File: config.mk
export PLATFORM = sky130hd
export DESIGN_NAME = omsp_spi_slave
export DESIGN_NICKNAME = d
export VERILOG_FILES = /design/src/rtl/omsp_spi_slave.sv
export SDC_FILE = /design/constraint.sdc
export NUM_CORES = 1
export LEC_CHECK = 0
export CAP_MARGIN = 20
export CORE_ASPECT_RATIO = 1.4
export CORE_MARGIN = 2
export CORE_UTILIZATION = 45
export CTS_CLUSTER_DIAMETER = 100
export DETAILED_ROUTE_END_ITERATION = 10
export PLACE_DENSITY_LB_ADDON = 0.2
export SYNTH_ARGS = -nofsm -noshare
export SYNTH_HDL_FRONTEND = slang
export SYNTH_SLANG_ARGS = --single-unit
File: constraint.sdc
create_clock -name mclk -period 2 [get_ports mclk]
set_input_delay 0.4 -clock mclk [delete_from_list [all_inputs] [get_ports mclk]]
set_output_delay 0.4 -clock mclk [all_outputs]
set_load 0.05 [all_outputs]
File: src/rtl/omsp_spi_slave.sv
// ----------------------------------------------------------------------------
// omsp_spi_slave
//
// Memory-mapped SPI slave for the openMSP430 peripheral bus. An external SPI
// master exchanges bytes with the CPU through one transmit buffer byte and one
// receive holding byte. SCK, SS_N and MOSI are asynchronous and are
// oversampled in the mclk domain.
//
// Register map (word offsets from BASE_ADDR):
//   0 DATA   : write -> tx buffer, read -> rx buffer (read clears rx_valid)
//   1 CNTRL  : [0] cpol [1] cpha [2] rx_ie [3] tx_ie [4] en
//   2 STATUS : [0] rx_valid [1] tx_empty [2] overrun [3] underrun [4] active
//              (write 1 to bit 2/3 to clear that flag)
//
// Ports:
//   mclk, puc_rst      main clock, synchronous active-high reset
//   per_addr/din/en/we peripheral bus access (word address, low byte used)
//   per_dout           read data, zero when not selected for a read
//   sck, ss_n, mosi    SPI pins from the master (asynchronous)
//   miso, miso_oe      SPI data out and pad output enable
//   irq                level interrupt
// ----------------------------------------------------------------------------
module omsp_spi_slave #(
  parameter logic [14:0] BASE_ADDR = 15'h0160,
  parameter int          DEC_WD    = 3
) (
  input  logic        mclk,
  input  logic        puc_rst,
  input  logic [13:0] per_addr,
  input  logic [15:0] per_din,
  input  logic        per_en,
  input  logic [1:0]  per_we,
  output logic [15:0] per_dout,
  input  logic        sck,
  input  logic        ss_n,
  input  logic        mosi,
  output logic        miso,
  output logic        miso_oe,
  output logic        irq
);

  localparam int IDX_WD = DEC_WD - 1;
  localparam logic [IDX_WD-1:0] IDX_DATA   = IDX_WD'(0);
  localparam logic [IDX_WD-1:0] IDX_CNTRL  = IDX_WD'(1);
  localparam logic [IDX_WD-1:0] IDX_STATUS = IDX_WD'(2);

  typedef enum logic {IDLE, SHIFT} state_t;

  state_t      state;
  logic [4:0]  cntrl;
  logic [7:0]  tx_buf;
  logic        tx_full;
  logic [7:0]  tx_sr;
  logic [7:0]  rx_sr;
  logic [7:0]  rx_buf;
  logic        rx_valid;
  logic        overrun;
  logic        underrun;
  logic [2:0]  bit_cnt;
  logic [2:0]  sck_s;
  logic [2:0]  ss_s;
  logic [1:0]  mosi_s;

  logic        cpol, cpha, rx_ie, tx_ie, en;
  logic        reg_sel, reg_rd, reg_wr;
  logic [IDX_WD-1:0] reg_idx;
  logic        data_rd, data_wr, cntrl_wr, status_wr;
  logic        sck_rise, sck_fall, ss_fall, ss_rise;
  logic        lead_edge, trail_edge, sample_edge, shift_edge;
  logic        active, in_shift, abort, load_now, shift_now, sample_now, byte_done;
  logic        unused_bits;

  assign {en, tx_ie, rx_ie, cpha, cpol} = cntrl;

  // Bus decode: the block occupies 2^DEC_WD bytes starting at BASE_ADDR.
  assign reg_sel   = per_en & (per_addr[13:DEC_WD-1] == BASE_ADDR[14:DEC_WD]);
  assign reg_idx   = per_addr[IDX_WD-1:0];
  assign reg_rd    = reg_sel & (per_we == 2'b00);
  assign reg_wr    = reg_sel & per_we[0];
  assign data_rd   = reg_rd & (reg_idx == IDX_DATA);
  assign data_wr   = reg_wr & (reg_idx == IDX_DATA);
  assign cntrl_wr  = reg_wr & (reg_idx == IDX_CNTRL);
  assign status_wr = reg_wr & (reg_idx == IDX_STATUS);

  assign unused_bits = &{1'b0, per_din[15:8], per_we[1]};

  // Two-flop synchronisers on every pin, with a third flop on sck and ss_n so
  // edges are detected between the second and third stage. ss_n resets high
  // so a deselected bus never looks like a falling edge.
  always_ff @(posedge mclk) begin
    if (puc_rst) begin
      sck_s  <= 3'b000;
      ss_s   <= 3'b111;
      mosi_s <= 2'b00;
    end else begin
      sck_s  <= {sck_s[1:0], sck};
      ss_s   <= {ss_s[1:0], ss_n};
      mosi_s <= {mosi_s[0], mosi};
    end
  end

  // Edge classification. The lead edge leaves the idle clock level; cpha
  // chooses whether data is sampled on the lead or the trail edge, and the
  // other edge shifts (or reloads) the transmit register.
  assign sck_rise    = sck_s[1] & ~sck_s[2];
  assign sck_fall    = ~sck_s[1] & sck_s[2];
  assign ss_fall     = ~ss_s[1] & ss_s[2];
  assign ss_rise     = ss_s[1] & ~ss_s[2];
  assign lead_edge   = cpol ? sck_fall : sck_rise;
  assign trail_edge  = cpol ? sck_rise : sck_fall;
  assign sample_edge = cpha ? trail_edge : lead_edge;
  assign shift_edge  = cpha ? lead_edge : trail_edge;
  assign active      = en & ~ss_s[1];

  // A shift edge seen with bit_cnt==0 is the byte boundary: for cpha=1 it is
  // the first lead edge of a byte, for cpha=0 it is the trail edge after the
  // 8th sample. Either way the transmit register reloads instead of shifting.
  assign in_shift   = (state == SHIFT);
  assign abort      = ss_rise | ~en;
  assign load_now   = ((state == IDLE) & ss_fall & en & ~cpha) |
                      (in_shift & ~abort & shift_edge & (bit_cnt == 3'd0));
  assign shift_now  = in_shift & ~abort & shift_edge & (bit_cnt != 3'd0);
  assign sample_now = in_shift & ~abort & sample_edge;
  assign byte_done  = sample_now & (bit_cnt == 3'd7);

  // Register file, flags and transfer FSM. Statement order sets priority:
  // software flag clears come before hardware sets, a DATA read frees the rx
  // buffer for a byte completing in the same cycle, and a DATA write lands
  // after a simultaneous load so the new byte is kept as pending.
  always_ff @(posedge mclk) begin
    if (puc_rst) begin
      state    <= IDLE;
      cntrl    <= 5'd0;
      tx_buf   <= 8'd0;
      tx_full  <= 1'b0;
      tx_sr    <= 8'd0;
      rx_sr    <= 8'd0;
      rx_buf   <= 8'd0;
      rx_valid <= 1'b0;
      overrun  <= 1'b0;
      underrun <= 1'b0;
      bit_cnt  <= 3'd0;
    end else begin
      if (cntrl_wr) cntrl <= per_din[4:0];
      if (status_wr && per_din[2]) overrun <= 1'b0;
      if (status_wr && per_din[3]) underrun <= 1'b0;
      if (data_rd) rx_valid <= 1'b0;

      case (state)
        IDLE: begin
          if (ss_fall && en) begin
            state   <= SHIFT;
            bit_cnt <= 3'd0;
          end
        end
        SHIFT: begin
          if (abort) begin
            state   <= IDLE;
            bit_cnt <= 3'd0;
          end else if (sample_edge) begin
            rx_sr   <= {rx_sr[6:0], mosi_s[1]};
            bit_cnt <= bit_cnt + 3'd1;
          end
        end
        default: state <= IDLE;
      endcase

      if (load_now) begin
        tx_sr   <= tx_full ? tx_buf : 8'hFF;
        tx_full <= 1'b0;
        if (!tx_full) underrun <= 1'b1;
      end else if (shift_now) begin
        tx_sr <= {tx_sr[6:0], 1'b0};
      end

      if (byte_done) begin
        if (!rx_valid || data_rd) begin
          rx_buf   <= {rx_sr[6:0], mosi_s[1]};
          rx_valid <= 1'b1;
        end else begin
          overrun <= 1'b1;
        end
      end

      if (data_wr) begin
        tx_buf  <= per_din[7:0];
        tx_full <= 1'b1;
      end
    end
  end

  // Read mux: combinational from the current access, zero when not selected.
  always_comb begin
    per_dout = 16'h0000;
    if (reg_rd) begin
      case (reg_idx)
        IDX_DATA:   per_dout = {8'h00, rx_buf};
        IDX_CNTRL:  per_dout = {11'd0, cntrl};
        IDX_STATUS: per_dout = {11'd0, active, underrun, overrun, ~tx_full, rx_valid};
        default:    per_dout = 16'h0000;
      endcase
    end
  end

  assign miso    = tx_sr[7];
  assign miso_oe = active;
  assign irq     = (rx_ie & rx_valid) | (tx_ie & ~tx_full & en);

endmodule
# Word level (Yosys, flattened, before mapping)
# Index checks and enable logic that the tools add are counted.
word_totals:
  register_bits: 52
  in_bits: 38
  word_cells: 98
classes:
  add_sub_neg: 1
  n_eq_ne: 6
  mux: 27
  bitwise_logic: 36
  n_reduce_logical: 14
op_table:
  columns: ["op", "n"]
  rows:
  - ["two-way mux 8 bit", 4]
  - ["AND 1 bit", 24]
  - ["one-hot mux 8 bit (3 select lines)", 1]
  - ["two-way mux 1 bit", 17]
  - ["== test 12 x 6 -> 1 bit, second input constant", 1]
  - ["two-way mux 3 bit", 3]
  - ["inverter 1 bit", 9]
  - ["one-hot mux 3 bit (2 select lines)", 1]
  - ["logical NOT 2 bit", 2]
  - ["AND reduction 2 bit", 2]
  - ["nonzero test 2 bit", 2]
  - ["adder 3 x 1 -> 3 bit, second input constant", 1]
  - ["== test 3 bit, second input constant", 1]
  - ["logical AND 1 bit", 3]
  - ["logical NOT 3 bit", 1]
  - ["inequality test 3 x 1 -> 1 bit, second input constant", 1]
  - ["bitwise OR 1 bit", 3]
  - ["AND reduction 3 bit", 1]
  - ["nonzero test 3 bit", 1]
  - ["== test 2 x 1 -> 1 bit, second input constant", 1]
  - ["== test 2 bit, second input constant", 1]
  - ["inequality test 2 x 1 -> 1 bit, second input constant", 1]
  - ["one-hot mux 1 bit (2 select lines)", 1]
  - ["logical NOT 1 bit", 1]
  - ["logical OR 1 bit", 1]

# Depth between registers and ports, before layout
logic_depth:
  word_depth: 10
  mapped_depth: 8
  mapped_depth_nobuf: 6

# Worst setup path before layout
# Ideal clock, no wire load.
synth_path:
  path_type: "register -> output"
  start: "reg cntrl[4]"
  end: "out per_dout[4]"
  arrival_time_ns: 2.011
  t_required_ns: 1.600
  slack_ns: -0.411
  stages_incl_launch_ff: 5
  path_cell_list: "dfxtp_1 > buf_4 > nor2b_1 > a21oi_1 > nor2_1"
synth_between:
  elab_chain_len: 3
synth_rtl:
  columns: ["item", "line", "source"]
  rows:
  - ["start, declared", "50", "logic [4:0] cntrl;"]
  - ["start signal, assigned", "144", "if (cntrl_wr) cntrl <= per_din[4:0];"]
  - ["AND 1 bit", "113", "assign active = en & ~ss_s[1];"]
  - ["net miso_oe", "38", "output logic miso_oe,"]
  - ["one-hot mux 8 bit (3 select lines)", "196", "case (reg_idx)"]
  - ["two-way mux 8 bit", "195", "if (reg_rd) begin"]
  - ["end, declared", "33", "output logic [15:0] per_dout,"]
# The timed path passes the listed nets, and every way through them passes these cells.

# Worst setup path after layout
layout_path:
  start: "in per_addr[13]"
  end: "out per_dout[4]"
layout_between:
  elab_chain_len: 4
layout_rtl:
  columns: ["item", "line", "source"]
  rows:
  - ["start, declared", "29", "input logic [13:0] per_addr,"]
  - ["== test 12 x 6 -> 1 bit", "76", "assign reg_sel = per_en & (per_addr[13:DEC_WD-1] == BASE_ADDR[14:DEC_WD]);"]
  - ["AND 1 bit", "76", null]
  - ["AND 1 bit", "78", "assign reg_rd = reg_sel & (per_we == 2'b00);"]
  - ["two-way mux 8 bit", "195", null]
# No other way between the ends.

==> impl_metrics.tcl <==
set metrics [dict create \
    outcome "finished clean" \
    switching_share_pct 21.8 \
    yosysTopAreaCell "dfxtp_1" \
    die_w_um 67.2 \
    drt_pass1_iterations 4 \
    synthArstFlopShare_pct 0 \
    chipHeight_um 92.5 \
    internal_power_mw 1.48 \
    placed_area_um2 3130 \
    cp.arrival_ns 1.56 \
    cts_buffers 5 \
    fin_crit_sh_pct 98.2 \
    worstHoldStart "ss_s[0]" \
    yosysWarnings 0 \
    port_buffers 40 \
    synthTopCellsByArea "dfxtp_1, mux2i_1, nor2_1" \
    timing.rr.start "cntrl[1]" \
    globalRouteTotalUtil_pct 17.9 \
    power.density_nw_per_um2 573 \
    grt_pass1_vias 1911 \
    grt_first_pass_wirelength_um 8630 \
    synthToLayoutAreaGrowth_pct 30.9 \
    htree_levels 2 \
    drv_cap 0 \
    slew-limit-headroom_pct 64.3 \
    fin_nets 363 \
    final_area_um2 3300 \
    drt-vias-per-instance 5.08 \
    clock_power_share_pct 36.2 \
    finalSetupViolations 0 \
    dp_cells 381 \
    ys_seq_elements 52 \
    finalMaxSlewViolations 0 \
    crit_type "input port to primary output" \
    insertion_delay_ns 0.30 \
    hold_class "flip-flop to flip-flop" \
    holdBufCountCts 0 \
    gp_congestion 0.816 \
    hold_violations 0 \
    drc 0 \
    synth_common_cells "dfxtp_1, nor2_1, mux2i_1" \
    drt_wl_total_um 5170 \
    p_switching_uw 411 \
    grt_setup_unrepaired "yes" \
    path_clk_slew_ns 0.09 \
    ant_nets 0 \
    num_vias 1976 \
    drive_above_1_share_pct 23.7 \
    max_freq_ghz 0.509 \
    seq_power_share_pct 55.3 \
    overflow 0 \
    cp-startpoint "per_addr[13]" \
    yosysSeqAreaShare_pct 41.3 \
    synth.most_common_cell "dfxtp_1" \
    antenna_found_initial 0 \
    num_rows 32 \
    vdd_ir_drop_max_uv 429 \
    grt_max_degree 36 \
    crit_fanout 5 \
    synth-edff-count 0 \
    wire_per_inst_um 13.3 \
    drtIter0Drc 157 \
    cp.required_ns 1.60 \
    dieArea_um2 6220 \
    start_kind "input port" \
    synth_area_per_cell_um2 9.29 \
    crit_path_end_kind "primary output" \
    combPwrFrac_pct 8.5 \
    power_leakage_nw 1.31 \
    fin_cells 389 \
    pin_count 57 \
    antennaDiodeCount 0 \
    dp_hpwl_um 3870 \
    cts.sink_count 52 \
    synth.distinct_cells 47 \
    worst_pin_slew_ns 0.536 \
    yosysTopAreaCellShare_pct 41.3 \
    netlist_area_um2 2520 \
    cts_tree "yes" \
    cts_max_path_buffers 2 \
    start_util_pct 46.3 \
    finalCriticalPeriod_ns 1.96 \
    ys.flop_type "dfxtp_1" \
    synthCells 271 \
    core_um2 5450 \
    clockRootBuffer "clkbuf_8" \
    nFillCells 495 \
    fin_skew_ns 0.00499 \
]
## logic make-up after synthesis
logic type / count (synthesis) / share of synthesized area (%)
flops: 52 / 41.3
other cells: 1 / 0.149
buf+inv: 27 / 6.21
simple gates: 111 / 24.7
mux: 35 / 13.9
fa+ha+maj: 3 / 1.49
xor+xnor: 1 / 0.646
compound gates: 41 / 11.5
## stage by stage
stage	worst slack [ns]	total power [mW]	util [%]	hold slack, ns	TNS, ns
6_report	0.0355	1.89	60.5	0.415	0
5_1_grt	-0.0564	1.97	60.5	0.454	-0.305
4_1_cts	-0.0189	1.91	59.9	0.418	-0.0518
3_5_place_dp	-0.434	1.23	57.4	0.396	-6.58
3_3_place_gp	-0.390	1.23	57.4	0.394	-6.12
2_1_floorplan	-0.140	1.16	-	0.389	-0.273
## power groups by stage
stage	logic (mW)	clock network [mW]	registers [mW]
after floorplan	0.0893	0	1.07
after global routing	0.172	0.749	1.05
final	0.160	0.683	1.04
after global placement	0.157	0	1.07
after detailed placement	0.158	0	1.07
after CTS	0.159	0.702	1.04
## sequential cells by signal, indices dropped and copies added, names as in the netlist, 2 cells and up
register / count
cntrl: 5
bit_cnt: 3
rx_buf: 8
sck_s: 3
ss_s: 3
tx_buf: 8
rx_sr: 7
mosi_s: 2
tx_sr: 8
## cells in the final DEF, fill, tap and decap left out, drive strengths merged, types with 2 or more instances in the layout
master / Yosys / final
dfxtp: 52 / 52
a31oi: 2 / 2
mux2i: 35 / 35
nand4: 3 / 3
or2: 4 / 4
conb: 1 / 8
nor3: 2 / 2
nor4b: 3 / 3
nand2b: 19 / 19
a211o: 3 / 3
a211oi: 7 / 7
and2: 3 / 3
nand2: 6 / 6
nor2: 48 / 48
o21ai: 12 / 12
inv: 4 / 4
dlygate4sd2: 0 / 3
nor2b: 12 / 12
nand4b: 2 / 2
a21oi: 10 / 10
nand3: 3 / 3
clkbuf: 8 / 5
clkdlybuf4s50: 0 / 12
clkdlybuf4s15: 0 / 4
ha: 3 / 3
buf: 14 / 40
## final cells by class
cell class | instances | area [um^2] | share of cell area (%)
inverter | 5 | 18.8 | 0.569
clock buffer | 5 | 68.8 | 2.09
clock inverter | 1 | 30.0 | 0.911
timing repair buffer | 59 | 617 | 18.7
multi-input combinational | 199 | 1440 | 43.6
sequential | 52 | 1040 | 31.6
tap | 68 | 85.1 | 2.58
## path summary, 6_finish.rpt
path,to,slack (ns),depth (start not counted)
max,per_dout[4],0.04,6
min,ss_s[1],0.42,1
max reg2reg,underrun,0.32,5
min reg2reg,ss_s[1],0.42,1
## critical path, cell delays in order
cell	delay, ns
buf_6	0.09
nor4b_4	0.26
nand4_1	0.22
a21o_4	0.30
nor2_4	0.14
buf_12	0.15
## timing repair
action,CTS,global route
pin swaps,10,7
cloned,1,0
setup buffers,1,0
gates resized for setup,65,7
setup endpoints to repair,16,8
## per-layer routing
layer	track usage, %	up-vias	wire length [um]	share of wire (%)
li1	-	1013	-	-
met2	30.4	26	2590	50
met5	0	-	0	0
met3	4.25	10	161	3.1
met4	6.29	0	108	2.1
met1	21.7	927	2310	45
Power figures use the tool's default switching activity.
